<file path="config.mk">
export PLATFORM = sky130hd
export DESIGN_NAME = hdmi_timing_compositor
export DESIGN_NICKNAME = d
export VERILOG_FILES = /design/src/rtl/hdmi_timing_compositor.sv
export SDC_FILE = /design/constraint.sdc
export NUM_CORES = 1
export LEC_CHECK = 0
export ABC_AREA = 1
export CELL_PAD_IN_SITES_DETAIL_PLACEMENT = 0
export CELL_PAD_IN_SITES_GLOBAL_PLACEMENT = 1
export CORE_AREA = 2 2 149 151
export DETAILED_ROUTE_END_ITERATION = 6
export DIE_AREA = 0 0 151 153
export GPL_TIMING_DRIVEN = 0
export PLACE_DENSITY = 0.87
export SLEW_MARGIN = 20
export SYNTH_ARGS = -nofsm -noshare
export SYNTH_HDL_FRONTEND = slang
export SYNTH_SLANG_ARGS = --single-unit
export TNS_END_PERCENT = 5
</file>
<file path="constraint.sdc">
create_clock -name CLK_PX -period 7.1 [get_ports CLK_PX]
set_clock_uncertainty 0.15 [all_clocks]
set_input_delay 1.775 -clock CLK_PX [delete_from_list [all_inputs] [get_ports CLK_PX]]
set_output_delay 1.775 -clock CLK_PX [all_outputs]
set_load 0.005 [all_outputs]
</file>
<file path="src/rtl/hdmi_timing_compositor.sv">
// ============================================================================
// hdmi_timing_compositor
//
// Raster timing generator plus two-layer pixel compositor for an HDMI
// transmitter. A background pixel is fetched from a frame buffer. A
// rectangular overlay with colour-key transparency is fetched from a second
// memory and placed over it. Every output is aligned to the transmitter, so
// DE, HSYNC, VSYNC, HDMI_PX and FRAME_START all change on the same edge.
//
// Pipeline (one column per clock edge):
//   counter stage (h, v) -> address registers -> MEM_LAT memory cycles
//   -> registered colour select / sync / DE outputs
//   Total latency from counter to outputs: MEM_LAT + 2 cycles.
//
// Optional feature: define HDMI_TEST_PATTERN_EN to add the TPG input. When
// TPG is latched high at frame start, the background is replaced by eight
// vertical colour bars. The overlay and INV still apply, and PX_ADDR still
// advances.
//
// Ports:
//   CLK_PX       in   pixel clock
//   RST          in   synchronous active-high reset
//   INV          in   invert background pixels (overlay unaffected)
//   OVL_EN       in   overlay enable, sampled at frame start
//   OVL_X/OVL_Y  in   overlay top-left position, sampled at frame start
//   KEY          in   overlay transparent colour, sampled at frame start
//   TPG          in   test pattern select (HDMI_TEST_PATTERN_EN only)
//   PX           in   background pixel, valid MEM_LAT cycles after PX_ADDR
//   OVL_PX       in   overlay pixel, valid MEM_LAT cycles after OVL_ADDR
//   PX_ADDR      out  background read address
//   OVL_ADDR     out  overlay read address
//   HDMI_CLK     out  forwarded pixel clock
//   DE           out  data enable
//   HSYNC/VSYNC  out  syncs, active level given by SYNC_POL
//   HDMI_PX      out  composited pixel {R,G,B}
//   FRAME_START  out  pulse aligned with the first active DE of a frame
// ============================================================================
module hdmi_timing_compositor #(
    parameter int unsigned H_ACTIVE = 640,
    parameter int unsigned H_FP     = 16,
    parameter int unsigned H_SYNC   = 96,
    parameter int unsigned H_BP     = 48,
    parameter int unsigned V_ACTIVE = 480,
    parameter int unsigned V_FP     = 10,
    parameter int unsigned V_SYNC   = 2,
    parameter int unsigned V_BP     = 33,
    parameter bit          SYNC_POL = 1'b0,
    parameter int unsigned MEM_LAT  = 1,
    parameter int unsigned OVL_W    = 100,
    parameter int unsigned OVL_H    = 40,
    parameter int unsigned PX_AW    = 19,
    parameter int unsigned OVL_AW   = 14
) (
    input  logic              CLK_PX,
    input  logic              RST,
    input  logic              INV,
    input  logic              OVL_EN,
    input  logic [9:0]        OVL_X,
    input  logic [9:0]        OVL_Y,
    input  logic [23:0]       KEY,
`ifdef HDMI_TEST_PATTERN_EN
    input  logic              TPG,
`endif
    input  logic [23:0]       PX,
    input  logic [23:0]       OVL_PX,
    output logic [PX_AW-1:0]  PX_ADDR,
    output logic [OVL_AW-1:0] OVL_ADDR,
    output logic              HDMI_CLK,
    output logic              DE,
    output logic              HSYNC,
    output logic              VSYNC,
    output logic [23:0]       HDMI_PX,
    output logic              FRAME_START
);

    // ------------------------------------------------------------------
    // Derived raster constants
    // ------------------------------------------------------------------
    localparam int unsigned H_TOTAL      = H_ACTIVE + H_FP + H_SYNC + H_BP;
    localparam int unsigned V_TOTAL      = V_ACTIVE + V_FP + V_SYNC + V_BP;
    localparam int unsigned HW           = $clog2(H_TOTAL);
    localparam int unsigned VW           = $clog2(V_TOTAL);
    localparam int unsigned H_SYNC_START = H_ACTIVE + H_FP;
    localparam int unsigned H_SYNC_END   = H_ACTIVE + H_FP + H_SYNC;
    localparam int unsigned V_SYNC_START = V_ACTIVE + V_FP;
    localparam int unsigned V_SYNC_END   = V_ACTIVE + V_FP + V_SYNC;
`ifdef HDMI_TEST_PATTERN_EN
    localparam int unsigned BAR_W        = (H_ACTIVE >= 8) ? H_ACTIVE / 8 : 1;
`endif

    // Per-pixel control flags carried alongside the memory read latency.
    typedef struct packed {
        logic       act;
        logic       in_ovl;
        logic       hs;
        logic       vs;
        logic       fs;
`ifdef HDMI_TEST_PATTERN_EN
        logic       tpg;
        logic [2:0] bar;
`endif
    } stage_t;

    // ------------------------------------------------------------------
    // State
    // ------------------------------------------------------------------
    logic [HW-1:0]          h_q, h_d;
    logic [VW-1:0]          v_q, v_d;

    logic                   sh_en_q, sh_en_d;
    logic [9:0]             sh_x_q, sh_x_d;
    logic [9:0]             sh_y_q, sh_y_d;
    logic [23:0]            sh_key_q, sh_key_d;
`ifdef HDMI_TEST_PATTERN_EN
    logic                   sh_tpg_q, sh_tpg_d;
`endif

    logic [PX_AW-1:0]       px_addr_q, px_addr_d;
    logic [OVL_AW-1:0]      ovl_addr_q, ovl_addr_d;
    logic [OVL_AW-1:0]      ovl_ptr_q, ovl_ptr_d;

    stage_t [MEM_LAT:0]     pipe_q, pipe_d;

    logic                   de_q, de_d;
    logic                   hsync_q, hsync_d;
    logic                   vsync_q, vsync_d;
    logic [23:0]            hdmi_px_q, hdmi_px_d;
    logic                   frame_start_q, frame_start_d;

    // Counter-stage decode
    logic [31:0]            h_w, v_w, dx, dy;
    logic                   act, hs_raw, vs_raw, frame_start, in_ovl;
    logic [OVL_AW-1:0]      ovl_cur;
    stage_t                 head;
    stage_t                 al;
    logic [23:0]            bg;
`ifdef HDMI_TEST_PATTERN_EN
    logic [31:0]            bar_idx;

    function automatic logic [23:0] bar_colour(input logic [2:0] idx);
        logic [23:0] c;
        case (idx)
            3'd0:    c = 24'hFFFFFF; // white
            3'd1:    c = 24'hFFFF00; // yellow
            3'd2:    c = 24'h00FFFF; // cyan
            3'd3:    c = 24'h00FF00; // green
            3'd4:    c = 24'hFF00FF; // magenta
            3'd5:    c = 24'hFF0000; // red
            3'd6:    c = 24'h0000FF; // blue
            default: c = 24'h000000; // black
        endcase
        return c;
    endfunction
`endif

    // ------------------------------------------------------------------
    // Raster counters
    // ------------------------------------------------------------------
    always_comb begin
        // NOTE: every combinational output gets a default first, so no path
        // leaves it unassigned and no latch is inferred.
        h_d = h_q;
        v_d = v_q;
        if (h_q == HW'(H_TOTAL - 1)) begin
            h_d = '0;
            v_d = (v_q == VW'(V_TOTAL - 1)) ? '0 : v_q + 1'b1;
        end else begin
            h_d = h_q + 1'b1;
        end
    end

    // ------------------------------------------------------------------
    // Counter stage: region decode, shadow registers, overlay window and
    // address generation
    // ------------------------------------------------------------------
    always_comb begin
        h_w         = 32'(h_q);
        v_w         = 32'(v_q);
        act         = (h_w < H_ACTIVE) && (v_w < V_ACTIVE);
        hs_raw      = (h_w >= H_SYNC_START) && (h_w < H_SYNC_END);
        vs_raw      = (v_w >= V_SYNC_START) && (v_w < V_SYNC_END);
        frame_start = (h_q == '0) && (v_q == '0);

        // The shadow copy used for this pixel already includes the values
        // latched on the frame-start pixel, so the first pixel of a frame
        // sees the new overlay settings.
        sh_en_d  = frame_start ? OVL_EN : sh_en_q;
        sh_x_d   = frame_start ? OVL_X  : sh_x_q;
        sh_y_d   = frame_start ? OVL_Y  : sh_y_q;
        sh_key_d = frame_start ? KEY    : sh_key_q;
`ifdef HDMI_TEST_PATTERN_EN
        sh_tpg_d = frame_start ? TPG    : sh_tpg_q;
`endif

        // Unsigned differences wrap huge when h/v is left of/above the
        // window, so the range check also needs the lower-bound compare.
        dx     = h_w - 32'(sh_x_d);
        dy     = v_w - 32'(sh_y_d);
        in_ovl = sh_en_d && act
                 && (h_w >= 32'(sh_x_d)) && (dx < OVL_W)
                 && (v_w >= 32'(sh_y_d)) && (dy < OVL_H);

        // Background address: one step per active pixel, restarting at 0
        // on the first pixel of each frame.
        px_addr_d = px_addr_q;
        if (act) begin
            px_addr_d = frame_start ? '0 : px_addr_q + 1'b1;
        end

        // Overlay address: ovl_ptr tracks the address of the next visible
        // overlay pixel. On the last visible column of a row it jumps to the
        // start of the next overlay row. When the window is clipped on the
        // right, the last visible column is H_ACTIVE-1 and the jump skips the
        // hidden columns. Without clipping the jump equals +1, so a single
        // rule covers both cases.
        ovl_cur    = frame_start ? '0 : ovl_ptr_q;
        ovl_ptr_d  = ovl_cur;
        ovl_addr_d = ovl_addr_q;
        if (in_ovl) begin
            ovl_addr_d = ovl_cur;
            if (h_w == H_ACTIVE - 1) begin
                ovl_ptr_d = ovl_cur + OVL_AW'(OVL_W - dx);
            end else begin
                ovl_ptr_d = ovl_cur + 1'b1;
            end
        end

        head        = '0;
        head.act    = act;
        head.in_ovl = in_ovl;
        head.hs     = hs_raw;
        head.vs     = vs_raw;
        head.fs     = frame_start;
`ifdef HDMI_TEST_PATTERN_EN
        bar_idx     = h_w / BAR_W;
        head.tpg    = sh_tpg_d;
        head.bar    = (bar_idx > 32'd7) ? 3'd7 : bar_idx[2:0];
`endif
    end

    // Shift the flags by MEM_LAT+1: one cycle for the address register plus
    // the memory read latency, so pipe_q[MEM_LAT] lines up with PX/OVL_PX.
    always_comb begin
        pipe_d = {pipe_q[MEM_LAT-1:0], head};
    end

    // ------------------------------------------------------------------
    // Aligned stage: colour select and output drive
    // ------------------------------------------------------------------
    always_comb begin
        al = pipe_q[MEM_LAT];

        bg = PX;
`ifdef HDMI_TEST_PATTERN_EN
        if (al.tpg) begin
            bg = bar_colour(al.bar);
        end
`endif
        // INV is used live at this stage and is not shadowed.
        if (INV) begin
            bg = ~bg;
        end

        hdmi_px_d = 24'h000000;
        if (al.act) begin
            // The key register is stable here: it only changes on a frame
            // start, and the pixels still in flight at that moment are
            // blanking pixels.
            if (al.in_ovl && (OVL_PX != sh_key_q)) begin
                hdmi_px_d = OVL_PX;
            end else begin
                hdmi_px_d = bg;
            end
        end

        de_d          = al.act;
        hsync_d       = SYNC_POL ? al.hs : ~al.hs;
        vsync_d       = SYNC_POL ? al.vs : ~al.vs;
        frame_start_d = al.fs;
    end

    // ------------------------------------------------------------------
    // Registers
    // ------------------------------------------------------------------
    always_ff @(posedge CLK_PX) begin
        // NOTE: reset is synchronous; it is checked only inside the clocked
        // block, so RST never appears in the sensitivity list.
        if (RST) begin
            // NOTE: sequential state uses non-blocking assignments, so every
            // register samples the pre-edge values of the others.
            h_q           <= '0;
            v_q           <= '0;
            sh_en_q       <= 1'b0;
            sh_x_q        <= '0;
            sh_y_q        <= '0;
            sh_key_q      <= '0;
`ifdef HDMI_TEST_PATTERN_EN
            sh_tpg_q      <= 1'b0;
`endif
            px_addr_q     <= '0;
            ovl_addr_q    <= '0;
            ovl_ptr_q     <= '0;
            pipe_q        <= '0;
            de_q          <= 1'b0;
            hsync_q       <= ~SYNC_POL;
            vsync_q       <= ~SYNC_POL;
            hdmi_px_q     <= '0;
            frame_start_q <= 1'b0;
        end else begin
            h_q           <= h_d;
            v_q           <= v_d;
            sh_en_q       <= sh_en_d;
            sh_x_q        <= sh_x_d;
            sh_y_q        <= sh_y_d;
            sh_key_q      <= sh_key_d;
`ifdef HDMI_TEST_PATTERN_EN
            sh_tpg_q      <= sh_tpg_d;
`endif
            px_addr_q     <= px_addr_d;
            ovl_addr_q    <= ovl_addr_d;
            ovl_ptr_q     <= ovl_ptr_d;
            pipe_q        <= pipe_d;
            de_q          <= de_d;
            hsync_q       <= hsync_d;
            vsync_q       <= vsync_d;
            hdmi_px_q     <= hdmi_px_d;
            frame_start_q <= frame_start_d;
        end
    end

    assign PX_ADDR     = px_addr_q;
    assign OVL_ADDR    = ovl_addr_q;
    assign HDMI_CLK    = CLK_PX;
    assign DE          = de_q;
    assign HSYNC       = hsync_q;
    assign VSYNC       = vsync_q;
    assign HDMI_PX     = hdmi_px_q;
    assign FRAME_START = frame_start_q;

endmodule

</file>
==> results.py, run 1 <==
metrics = {
    "synth": {
        "synthesis.area_per_instance_um2": 7.56,
        "ys.flop_type": "sky130_fd_sc_hd__dfxtp_1",
        "synth.net_count": 1193,
        "mappedNetlistArea_um2": 8010,
        "yosysUniqueCellTypes": 48,
        "number_of_warnings_issued_by_yosys": 0,
        "synth_enable_flop_cells": 0,
        "synth.yosys.seq_area_share": 0.375,
        "yosys_register_bits": 150,
        "async_s_r_ff_share_synth": 0,
        "synthCells": 1059,
    },
    "place": {
        "routabilityCongestion": 0.892,
        "hpwlAfterDp_mm": 16.6,
        "port-buffer-count": 155,
    },
    "layout": {
        "nets": 1370,
        "insertedDiodeCount": 0,
        "multiInputGateArea_um2": 4340,
        "final_core_util": 0.493,
        "layout_fillers": 2104,
        "flow.area_growth_from_synthesis_pct": 32.3,
        "seqCellArea_um2": 3000,
        "leading_cell_types_in_the_layout_fill_and_taps_excluded": "sky130_fd_sc_hd__clkdlybuf4s50_1, sky130_fd_sc_hd__nor2_1, sky130_fd_sc_hd__dfxtp_1, sky130_fd_sc_hd__nand2_1, sky130_fd_sc_hd__inv_1",
        "most_common_cell_after_layout_fill_and_taps_aside": "sky130_fd_sc_hd__clkdlybuf4s50_1",
        "drive_gt1_frac": 0.0905,
    },
    "run_status": {
        "run_status": "finished, final reports clean",
    },
    "global_route": {
        "global_route_wire_length_before_repair_mm": 34.3,
        "grt_max_degree": 17,
        "number_of_antenna_violations_at_the_first_check_in_global_routing": 0,
        "via_count_of_the_first_global_routing_pass": 7014,
        "grt_overflow_total": 0,
        "grtUsageTotal": 0.188,
    },
    "pwr": {
        "combPwrFrac": 0.169,
        "internal_power_uw": 1670,
        "peakVddDrop_v": 0.000162,
        "pwr_density_cell_nw_per_um2": 219,
        "p_sw_uw": 651,
        "power.sequential.fraction": 0.385,
        "pwr-share-clk": 0.445,
        "power.static_leakage_uw": 0.00436,
        "switching_share": 0.280,
    },
    "floorplan": {
        "core_area_um2": 21500,
        "initial_core_util": 0.373,
        "die_h_um": 153,
        "floorplan.rows": 54,
        "io_pins": 158,
        "die-area_um2": 23100,
        "dieWidth_um": 151,
    },
    "routing": {
        "vias": 7393,
        "wire_per_inst_um": 14.0,
        "drt.antenna.violating_nets": 0,
        "remaining_drc_errors": 0,
        "first_pass_detailed_route_iteration_total": 5,
        "dr.first_iter.drc_count": 381,
        "route.detailed.vias_per_inst": 4.84,
        "totalWireLength_mm": 21.4,
    },
    "sta": {
        "total_setup_violations_reported_at_the_end_of_the_flow": 0,
        "timing_worst_slew_pin_value_ns": 0.900,
        "finalWorstPathRequiredPeriod_ns": 6.26,
        "timing_max_transition_violations_final": 0,
        "timing.max_slew.rel_slack": 0.400,
        "post-route-period-util": 0.881,
        "max_freq_ghz": 0.161,
        "rsz0062_at_grt": "false",
        "timing.setup.tns_ns": 0,
        "final_hold_viol_count": 0,
    },
    "setup_path": {
        "timing.critical_path.slowest_cell_delay_ns": 0.42,
        "critical_path.endpoint_type": "primary output",
        "worst-path-buf-inv": 4,
        "worstPathRequired_ns": 5.18,
        "crit_path_top_delay_cell": "sky130_fd_sc_hd__clkdlybuf4s50_1",
        "worst-setup-path-type": "clk2out",
        "cp_cell_sequence": "clkbuf_16 -> clkbuf_16 -> buf_4 -> clkdlybuf4s50_1",
        "cp_top_family": "buffers and inverters",
        "worst-endpoint-arrival_ns": 4.33,
        "worst_path_most_repeated_cell": "sky130_fd_sc_hd__clkbuf_16",
        "start_kind": "clock port",
        "timing.critical_path.fanout_max": 2,
    },
    "hold_path": {
        "hold_path.class": "reg2reg",
    },
    "clock_tree": {
        "clk_transition_reported_paths_ns": 0.06,
        "cts_tree": "done",
        "clkLatencyLatePin_ns": 0.54,
        "ctsResizeCount": 0,
        "cts.hold.buffers_added": 0,
        "cts_post_setup_buffers_inserted": 0,
    },
    "flow_run": {
        "cap_viol_max_count": 0,
    },
}
## synth_stat cells, types with 2 or more instances
cell type	n	area (µm²)
sky130_fd_sc_hd__nor2_1	154	578
sky130_fd_sc_hd__dfxtp_1	150	3000
sky130_fd_sc_hd__nand2_1	144	541
sky130_fd_sc_hd__inv_1	117	439
sky130_fd_sc_hd__a21oi_1	65	325
sky130_fd_sc_hd__o21ai_0	54	270
sky130_fd_sc_hd__xnor2_1	43	377
sky130_fd_sc_hd__ha_1	36	450
sky130_fd_sc_hd__nand3_1	33	165
sky130_fd_sc_hd__clkbuf_1	31	116
sky130_fd_sc_hd__a2111oi_0	24	210
sky130_fd_sc_hd__o21ai_1	23	115
sky130_fd_sc_hd__a21oi_2	18	158
sky130_fd_sc_hd__nor3_1	17	85.1
sky130_fd_sc_hd__xor2_1	17	149
sky130_fd_sc_hd__mux2i_1	16	160
sky130_fd_sc_hd__nand4_1	15	93.8
sky130_fd_sc_hd__inv_2	12	45.0
sky130_fd_sc_hd__nand2_2	11	68.8
sky130_fd_sc_hd__nor2_2	10	62.6
sky130_fd_sc_hd__nor4_1	7	43.8
sky130_fd_sc_hd__or2_2	7	43.8
sky130_fd_sc_hd__a211oi_1	5	37.5
sky130_fd_sc_hd__nand3_2	5	50.1
sky130_fd_sc_hd__nor3b_1	5	37.5
sky130_fd_sc_hd__a31oi_1	4	25.0
sky130_fd_sc_hd__a211oi_2	3	37.5
sky130_fd_sc_hd__a21o_1	3	22.5
sky130_fd_sc_hd__buf_4	3	22.5
sky130_fd_sc_hd__buf_6	3	33.8
sky130_fd_sc_hd__and3_1	2	12.5
sky130_fd_sc_hd__fa_1	2	40.0
sky130_fd_sc_hd__o211ai_1	2	15.0
sky130_fd_sc_hd__o21bai_1	2	15.0
sky130_fd_sc_hd__o311ai_0	2	17.5
sky130_fd_sc_hd__o31ai_1	2	15.0
## cell families (layout without fill, tap and decap cells)
logic type / Yosys count / count (layout) / share of synthesized area
flops: 150 / 150 / 0.375
fa+ha+maj: 38 / 38 / 0.0612
buf+inv: 167 / 357 / 0.0825
compound gates: 211 / 211 / 0.162
mux: 16 / 16 / 0.0200
simple gates: 417 / 417 / 0.234
xor+xnor: 60 / 60 / 0.0656
## metrics by stage
step | setup WS (ns) | hold slack, ns | cells | instance area, µm² | power [µW]
final | 0.842 | 0.223 | 1529 | 10600 | 2320
after global routing | 0.246 | 0.234 | 1529 | 10600 | 2440
after CTS | 0.837 | 0.228 | 1529 | 10600 | 2350
after detailed placement | 0.796 | 0.214 | 1494 | 9910 | 1330
after global placement | 0.814 | 0.207 | 1494 | 9910 | 1320
after floorplan | 1.51 | 0.202 | 1059 | 8010 | 1180
## layer usage
metal  wire [µm]  up-vias  track usage
met5           0        -            0
met4         391        0       0.0579
met1       10100     3320        0.235
met3        1130       27       0.0522
li1            -     3873            -
met2        9810      173        0.313
## power by group through the flow
| stage | combinational (µW) | clock [µW] | sequential [µW] |
|---|---|---|---|
| after floorplan | 256 | 9.13 | 911 |
| after global placement | 389 | 19.7 | 913 |
| after detailed placement | 393 | 19.7 | 914 |
| after CTS | 395 | 1060 | 895 |
| after global routing | 443 | 1100 | 899 |
| final | 393 | 1030 | 895 |
## sequential cells by signal (all words and copies together), names as in the netlist, 3 cells and up, named ones only
name and count:
HDMI_PX 24, sh_key_q 24, ovl_ptr_q 14, al 3, PX_ADDR 19, sh_x_q 8
v_q 10, sh_y_q 10, h_q 10, OVL_ADDR 14, pipe_d 5
## worst register-to-register path, delay by kind of cell, from the launching register on
family	cells	cell delay, ns
AOI/OAI and AO/OA	7	1.53
adders and majority gates	3	0.89
buffers and inverters	6	1.45
DFF	1	0.38
muxes	1	0.40
and+or+nand+nor	16	1.31
## final cells by class
class	instances	share of cell area
plain buffers	38	0.0167
clock buffers	21	0.0482
clock inverters	15	0.0174
inverters	129	0.0457
multi-input cells	742	0.410
flip-flops and latches	150	0.283
well taps	280	0.0331
repair buffers	154	0.146
## path summary, 6_finish.rpt
| kind | from | end | slack [ns] | cells after the start |
|---|---|---|---|---|
| worst min register to register | al[2]$_SDFF_PP0_ | HSYNC$_SDFF_PP1_ | 0.22 | 1 |
| worst max register to register | v_q[0]$_SDFFE_PP0P_ | ovl_ptr_q[12]$_SDFF_PP0_ | 0.87 | 33 |
| worst min-delay path | al[2]$_SDFF_PP0_ | HSYNC$_SDFF_PP1_ | 0.22 | 1 |
| worst max-delay path | CLK_PX | HDMI_CLK | 0.84 | 4 |
Power figures use the tool's default switching activity.
==> inputs of run 2 (changes only) <==
- ABC_AREA: 1 -> unset
- CORE_AREA: 2 2 149 151 -> 2 2 147 149
- DIE_AREA: 0 0 151 153 -> 0 0 149 151
- PLACE_DENSITY: 0.87 -> 0.85
- SETUP_SLACK_MARGIN: unset -> 0.05
==> results.py, run 2 <==
metrics = {
    "synth": {
        "mappedNetlistArea_um2": 7770,
        "synthesis.area_per_instance_um2": 8.32,
        "synth.net_count": 1068,
        "synthTopCellsByArea": "sky130_fd_sc_hd__dfxtp_1, sky130_fd_sc_hd__nand2_1, sky130_fd_sc_hd__ha_1",
        "yosys-top-cells-count": "sky130_fd_sc_hd__dfxtp_1, sky130_fd_sc_hd__nand2_1, sky130_fd_sc_hd__nor2_1",
        "synth_enable_flop_cells": 0,
        "synth_largest_type_area_fraction": 0.386,
        "async_s_r_ff_share_synth": 0,
        "synth.yosys.seq_area_share": 0.386,
        "synth_most_common_cell": "sky130_fd_sc_hd__dfxtp_1",
        "yosysUniqueCellTypes": 68,
        "synthCells": 934,
        "yosys_register_bits": 150,
        "synth_top_cell_by_area": "sky130_fd_sc_hd__dfxtp_1",
        "number_of_warnings_issued_by_yosys": 0,
        "ys.flop_type": "sky130_fd_sc_hd__dfxtp_1",
    },
    "clock_tree": {
        "ctsResizeCount": 3,
        "cts_tree": "done",
        "clkLatencyLatePin_ns": 0.55,
        "cts.hold.buffers_added": 0,
        "clk_transition_reported_paths_ns": 0.07,
        "cts_post_setup_buffers_inserted": 0,
    },
    "global_route": {
        "grt_overflow_total": 0,
        "grtUsageTotal": 0.193,
        "global_route_wire_length_before_repair_mm": 33.8,
        "number_of_antenna_violations_at_the_first_check_in_global_routing": 0,
        "via_count_of_the_first_global_routing_pass": 6552,
        "grt_max_degree": 18,
    },
    "sta": {
        "total_setup_violations_reported_at_the_end_of_the_flow": 0,
        "timing_worst_slew_pin_value_ns": 0.901,
        "timing.setup.tns_ns": 0,
        "timing.max_slew.rel_slack": 0.392,
        "rsz0062_at_grt": "false",
        "max_freq_ghz": 0.152,
        "whs_ns": 0.228,
        "final_hold_viol_count": 0,
        "finalWorstPathRequiredPeriod_ns": 6.60,
        "post-route-period-util": 0.929,
        "timing_max_transition_violations_final": 0,
        "setup_slack_ns": 0.502,
    },
    "routing": {
        "vias": 6957,
        "wire_per_inst_um": 15.3,
        "dr.first_iter.drc_count": 236,
        "totalWireLength_mm": 21.4,
        "drt.antenna.violating_nets": 0,
        "remaining_drc_errors": 0,
        "first_pass_detailed_route_iteration_total": 4,
        "route.detailed.vias_per_inst": 4.97,
    },
    "layout": {
        "layout_fillers": 2051,
        "drive_gt1_frac": 0.0578,
        "insertedDiodeCount": 0,
        "final_core_util": 0.497,
        "flow.area_growth_from_synthesis_pct": 33.2,
        "leading_cell_types_in_the_layout_fill_and_taps_excluded": "sky130_fd_sc_hd__clkdlybuf4s50_1, sky130_fd_sc_hd__dfxtp_1, sky130_fd_sc_hd__nand2_1, sky130_fd_sc_hd__nor2_1, sky130_fd_sc_hd__a21oi_1",
        "most_common_cell_after_layout_fill_and_taps_aside": "sky130_fd_sc_hd__clkdlybuf4s50_1",
        "nets": 1245,
        "post_layout_nonfiller_instances": 1399,
    },
    "setup_path": {
        "timing.critical_path.fanout_max": 10,
        "critical_path.endpoint_type": "register",
        "timing.critical_path.slowest_cell_delay_ns": 0.52,
        "worst_path_most_repeated_cell": "sky130_fd_sc_hd__nor2b_1",
        "start_kind": "register",
        "reg2reg_setup_slack_ns": 0.50,
        "worst-endpoint-arrival_ns": 6.93,
        "crit_path_top_delay_cell": "sky130_fd_sc_hd__dfxtp_1",
        "worst-setup-path-type": "reg2reg",
        "worstPathRequired_ns": 7.43,
    },
    "floorplan": {
        "core_area_um2": 20800,
        "initial_core_util": 0.373,
        "dieWidth_um": 149,
        "die-area_um2": 22500,
        "io_pins": 158,
        "die_h_um": 151,
        "floorplan.rows": 53,
    },
    "place": {
        "hpwlAfterDp_mm": 16.5,
        "routabilityCongestion": 0.868,
        "dp_cells": 1364,
        "port-buffer-count": 155,
        "dpl_worst_slack_ns": -0.214,
    },
    "flow_run": {
        "cap_viol_max_count": 0,
    },
    "pwr": {
        "pwr_density_cell_nw_per_um2": 223,
        "peakVddDrop_v": 0.000161,
        "power.static_leakage_uw": 0.00400,
    },
    "run_status": {
        "run_status": "finished, final reports clean",
    },
    "hold_path": {
        "hold_path.class": "reg2reg",
    },
}
[run 2: kinds of logic after synthesis]
family	share of synthesized area
buf+inv	0.0373
compound gates	0.130
fa+ha+maj	0.0631
xor+xnor	0.112
simple gates	0.244
flops	0.386
mux	0.0274
[run 2: metrics by stage]
| stage | power, µW | cell area [µm²] |
|---|---|---|
| after detailed placement | 1350 | 9670 |
| after floorplan | 1190 | 7770 |
| after global placement | 1350 | 9670 |
| after CTS | 2330 | 10300 |
| final | 2310 | 10400 |
| after global routing | 2420 | 10400 |
[run 2: worst paths after layout]
check / from / end / cells past startpoint
setup / recovery: v_q[1]$_SDFFE_PP0P_ / ovl_ptr_q[11]$_SDFF_PP0_ / 28
hold / removal: al[1]$_SDFF_PP0_ / VSYNC$_SDFF_PP1_ / 1
setup reg to reg: v_q[1]$_SDFFE_PP0P_ / ovl_ptr_q[11]$_SDFF_PP0_ / 28
hold reg to reg: al[1]$_SDFF_PP0_ / VSYNC$_SDFF_PP1_ / 1
[run 2: worst max-delay path, delay by kind of cell (launching register included)]
kind / cells / cell delay [ns]
buf+inv: 4 / 0.86
simple gates: 10 / 1.81
flops: 1 / 0.52
fa+ha+maj: 3 / 0.93
compound gates: 8 / 1.51
mux: 1 / 0.32
xor+xnor: 2 / 0.40
[run 2: layout make-up]
cell class                 instances  area (µm²)  area share
multi-input combinational        709        4500       0.435
sequential                       150        3000       0.290
timing repair buffer             154        1540       0.149
clock buffer                      21         510      0.0493
tap                              275         344      0.0332
buffer                            51         206      0.0199
clock inverter                    15         151      0.0146
inverter                          24        90.1     0.00870
[run 2: routing by layer]
metal / global-route usage / up-vias / share of wire
met5: 0 / - / 0
met4: 0.0567 / 0 / 0.011
met3: 0.0464 / 20 / 0.051
met2: 0.331 / 163 / 0.48
met1: 0.243 / 3203 / 0.46
li1: - / 3571 / -
[run 2: where the power goes]
group          leakage, µW  internal (µW)  switching, µW
combinational      0.00245            196            234
clock             0.000325            558            431
sequential         0.00122            875           16.9
total              0.00400           1630            682
